<file path="src/rtl/word_2_byte.sv">
// Word-to-byte serializer: splits each 16-bit word into two bytes, high byte first,
// with a one-word holding buffer and a pulse/busy handshake toward the byte sink.
module word_2_byte (
    input  logic        clk,
    input  logic        rst,
    input  logic        ce,
    input  logic        word_dv,
    input  logic [15:0] word,
    output logic        word_ready,
    output logic        byte_dv,
    output logic [7:0]  byte_data,
    input  logic        tx_busy,
    output logic        busy,
    output logic        overrun
);

    typedef enum logic [2:0] {
        IDLE,
        HI,
        GAP_HI,
        LO,
        GAP_LO
    } state_t;

    state_t      state;
    logic [15:0] hold;
    logic        hold_valid;
    logic [15:0] shreg;

    assign word_ready = ~hold_valid;
    assign busy       = (state != IDLE) | hold_valid;

    // hold and shreg carry data only; their validity is tracked by hold_valid and state.
    always_ff @(posedge clk) begin
        if (rst) begin
            state      <= IDLE;
            hold_valid <= 1'b0;
            byte_dv    <= 1'b0;
            byte_data  <= 8'h00;
            overrun    <= 1'b0;
        end else begin
            byte_dv <= 1'b0;
            if (ce) begin
                // A load only happens with hold_valid=1, an accept only with hold_valid=0,
                // so the two never collide on the same edge.
                if (word_dv) begin
                    if (!hold_valid) begin
                        hold       <= word;
                        hold_valid <= 1'b1;
                    end else begin
                        overrun <= 1'b1;
                    end
                end
                case (state)
                    IDLE: begin
                        if (hold_valid) begin
                            shreg      <= hold;
                            hold_valid <= 1'b0;
                            state      <= HI;
                        end
                    end
                    HI: begin
                        if (!tx_busy) begin
                            byte_data <= shreg[15:8];
                            byte_dv   <= 1'b1;
                            state     <= GAP_HI;
                        end
                    end
                    GAP_HI: begin
                        state <= LO;
                    end
                    LO: begin
                        if (!tx_busy) begin
                            byte_data <= shreg[7:0];
                            byte_dv   <= 1'b1;
                            state     <= GAP_LO;
                        end
                    end
                    GAP_LO: begin
                        if (hold_valid) begin
                            shreg      <= hold;
                            hold_valid <= 1'b0;
                            state      <= HI;
                        end else begin
                            state <= IDLE;
                        end
                    end
                    default: state <= IDLE;
                endcase
            end
        end
    end

endmodule

</file>
<file path="config.mk">
export PLATFORM = sky130hd
export DESIGN_NAME = word_2_byte
export DESIGN_NICKNAME = d
export VERILOG_FILES = /design/src/rtl/word_2_byte.sv
export SDC_FILE = /design/constraint.sdc
export NUM_CORES = 1
export LEC_CHECK = 0
export CELL_PAD_IN_SITES_DETAIL_PLACEMENT = 1
export CELL_PAD_IN_SITES_GLOBAL_PLACEMENT = 1
export CORE_MARGIN = 2
export CORE_UTILIZATION = 40
export CTS_CLUSTER_DIAMETER = 150
export DETAILED_ROUTE_END_ITERATION = 16
export GPL_TIMING_DRIVEN = 0
export PLACE_DENSITY = 0.75
export SKIP_CTS_REPAIR_TIMING = 1
export SLEW_MARGIN = 20
export SYNTH_ARGS = -nofsm -noshare
export SYNTH_HDL_FRONTEND = slang
export SYNTH_SLANG_ARGS = --single-unit
export TNS_END_PERCENT = 20
</file>
<file path="constraint.sdc">
create_clock -name clk -period 7.26 [get_ports clk]
set_clock_uncertainty 0.15 [all_clocks]
set_input_delay 1.452 -clock clk [delete_from_list [all_inputs] [get_ports clk]]
set_output_delay 1.452 -clock clk [all_outputs]
set_load 0.05 [all_outputs]
</file>
==> flow_summary.ini, run 1 <==
[outcome]
status = finished, final reports clean

[route]
post_drt_wl_per_cell_um = 14.7
drt_iter0_markers = 38
drt-total-wl_mm = 2.86
via_per_inst = 4.86
ant_nets = 0
drc_errors = 0
vias = 942
dr.pass1.iters = 4

[cells_and_area]
ff_latch_area_um2 = 1240
synthToLayoutAreaGrowth_pct = 29.6
fillers = 394
drive_above_1_share_pct = 10.4
antenna_cells = 0
multi_input_area_um2 = 354
most-common-layout-cells = 32 x edfxtp_1, 32 x clkdlybuf4s50_1, 14 x dfxtp_1
final_nets = 164

[clock_tree]
cts_buffer_depth = 2
h-tree-depth = 2
cts_sinks = 46
clkTransAtPathRegs_ns = 0.08
cts_buffers = 5
clock_latency_ns = 0.30
tritoncts = done
root_buffer = clkbuf_8

[synth]
ys_warn_count = 0
synth_flop_cell = edfxtp_1
ys_ff_latch = 46
syn_inst = 103
syn-cell-area_um2 = 1630
seq_area_frac_synth_pct = 76.2
syn_avg_cell_area_um2 = 15.8
syn-num-nets = 124
synth_edf_count = 32
netlist-cell-type-count = 24
async_flop_share_pct = 0

[timing]
drv_slew = 0
finalSetupViolCount = 0
clock.fmax_ghz = 0.302
worst_pin_slew_ns = 0.755
tns_ns = 0
hold_violations = 0
layout_worst_path_cycle_share_pct = 45.6
rsz0062_at_grt = no
min_period_ns = 3.31
timing.final.ws_setup_ns = 3.95
relSlewSlack_pct = 49.6

[place]
dpl.hpwl_mm = 2.16
portBuffers = 32
gp_congestion = 0.708
place_ws_ns = 3.66

[critical_path]
cp-start-kind = register
worstRegToRegCells = 3
critical_path_class = register to output pin
r2r_end = shreg[15]
reg2reg_slack_ns = 5.40
crit_arrival_ns = 1.71
crit_path_end_kind = output pin
r2r_start = state[1]
cp.required_ns = 5.66
cp_max_fo = 7

[job]
drv_cap = 0

[grt]
grt_pass1_vias = 930
grt_overflow = 0
grtUsageTotal_pct = 14.1
grt_pass1_wl_mm = 4.35
grt_max_degree = 17
antenna_found_initial = 0

[worst_hold_path]
min_from = hold[2]
hp-class = register to register
whs_path_depth = 0
hold_end = shreg[2]

[floorplan]
start_util_pct = 41.0
die_w_um = 67.8
rows = 23
coreArea_um2 = 3970
die_y_um = 67.8
die_area_um2 = 4600
io_pins = 33

[pwr]
peakVddDrop_mv = 0.144
p_per_area_nw_per_um2 = 228
leakage_nw = 0.733
==> worst max-delay path by stage <==
stage          startpoint         to  slack, ns  cells after the start
2_1_floorplan          ce    hold[0]       3.81                      3
3_3_place_gp          rst   hold[11]       2.83                      3
3_5_place_dp          rst  shreg[15]       3.66                      3
4_1_cts        hold_valid       busy       3.94                      3
5_1_grt                ce  shreg[15]       3.85                      4
6_report       hold_valid       busy       3.95                      3
==> report_power, final <==
part | leakage, nW | total, mW | switching, mW | internal, mW
clock | 0.0416 | 0.150 | 0.0840 | 0.0659
combinational | 0.287 | 0.0408 | 0.0217 | 0.0191
sequential | 0.405 | 0.290 | 0.00385 | 0.287
==> state kept, by name, summed over array words and instances (netlist names) <==
signal / cells
byte_dv: 1
byte_data: 8
state: 3
hold: 16
hold_valid: 1
shreg: 16
overrun: 1
==> Yosys cell counts, drive strengths merged, types with 2 or more instances <==
cell	count	area, um^2
mux2i	8	80.1
or2b	4	30.0
nand3b	3	22.5
nor2	12	45.0
buf	3	30.0
nand2	3	11.3
a31oi	3	18.8
edfxtp	32	961
a21oi	2	13.8
dfxtp	14	280
clkbuf	2	7.51
a211oi	8	65.1
==> final cells by class <==
class,count,area share (%)
clock buffers,5,3.26
plain buffers,5,1.78
multi-input cells,51,16.8
flip-flops and latches,46,58.8
clock inverters,3,0.770
well taps,50,2.96
inverters,1,0.178
repair buffers,33,15.5
==> worst max-delay path, cell delays in order (launching register included) <==
cell             delay, ns
dfxtp_1               0.47
nor2_1                0.07
nand2_1               0.07
clkdlybuf4s50_1       0.79
==> metal layers <==
metal | vias up | wire length (um) | GRT usage [%]
li1 | 460 | - | -
met1 | 450 | 1110 | 15.2
met2 | 25 | 1560 | 24.4
met3 | 7 | 138 | 5.43
met4 | 0 | 61 | 6.75
met5 | - | 0 | 0
==> per-stage QoR <==
step / total power [mW] / utilization (%) / cells / cell area (um^2) / hold WS, ns
6_report: 0.481 / 53.2 / 194 / 2110 / 0.269
5_1_grt: 0.500 / 53.2 / 194 / 2110 / 0.276
4_1_cts: 0.488 / 53.2 / 194 / 2110 / 0.271
3_5_place_dp: 0.338 / 51.0 / 186 / 2030 / 0.256
3_3_place_gp: 0.335 / 50.7 / 185 / 2010 / 0.253
2_1_floorplan: 0.316 / - / 103 / 1630 / 0.250
==> cells by family after synthesis <==
family	Yosys count	synth area share [%]
compound gates	15	6.99
buf+inv	6	2.53
flops	46	76.2
mux	8	4.92
simple gates	28	9.37
No activity file was read; power rests on OpenSTA's default activity.
==> run 2: changes to the inputs <==
clock period = 3.3 ns   (was 7.26 ns; I/O delays follow)
==> results of run 2 <==
Same layout as run 1 (identical final DEF). Status: finished, final reports clean.
Among the figures that moved: setup slack after placement 3.66 ns -> 0.495 ns; setup slack after layout 3.95 ns -> 0.784 ns; register-to-register setup slack 5.40 ns -> 1.44 ns; total power 0.481 mW -> 1.06 mW; worst IR drop on VDD 0.144 mV -> 0.318 mV
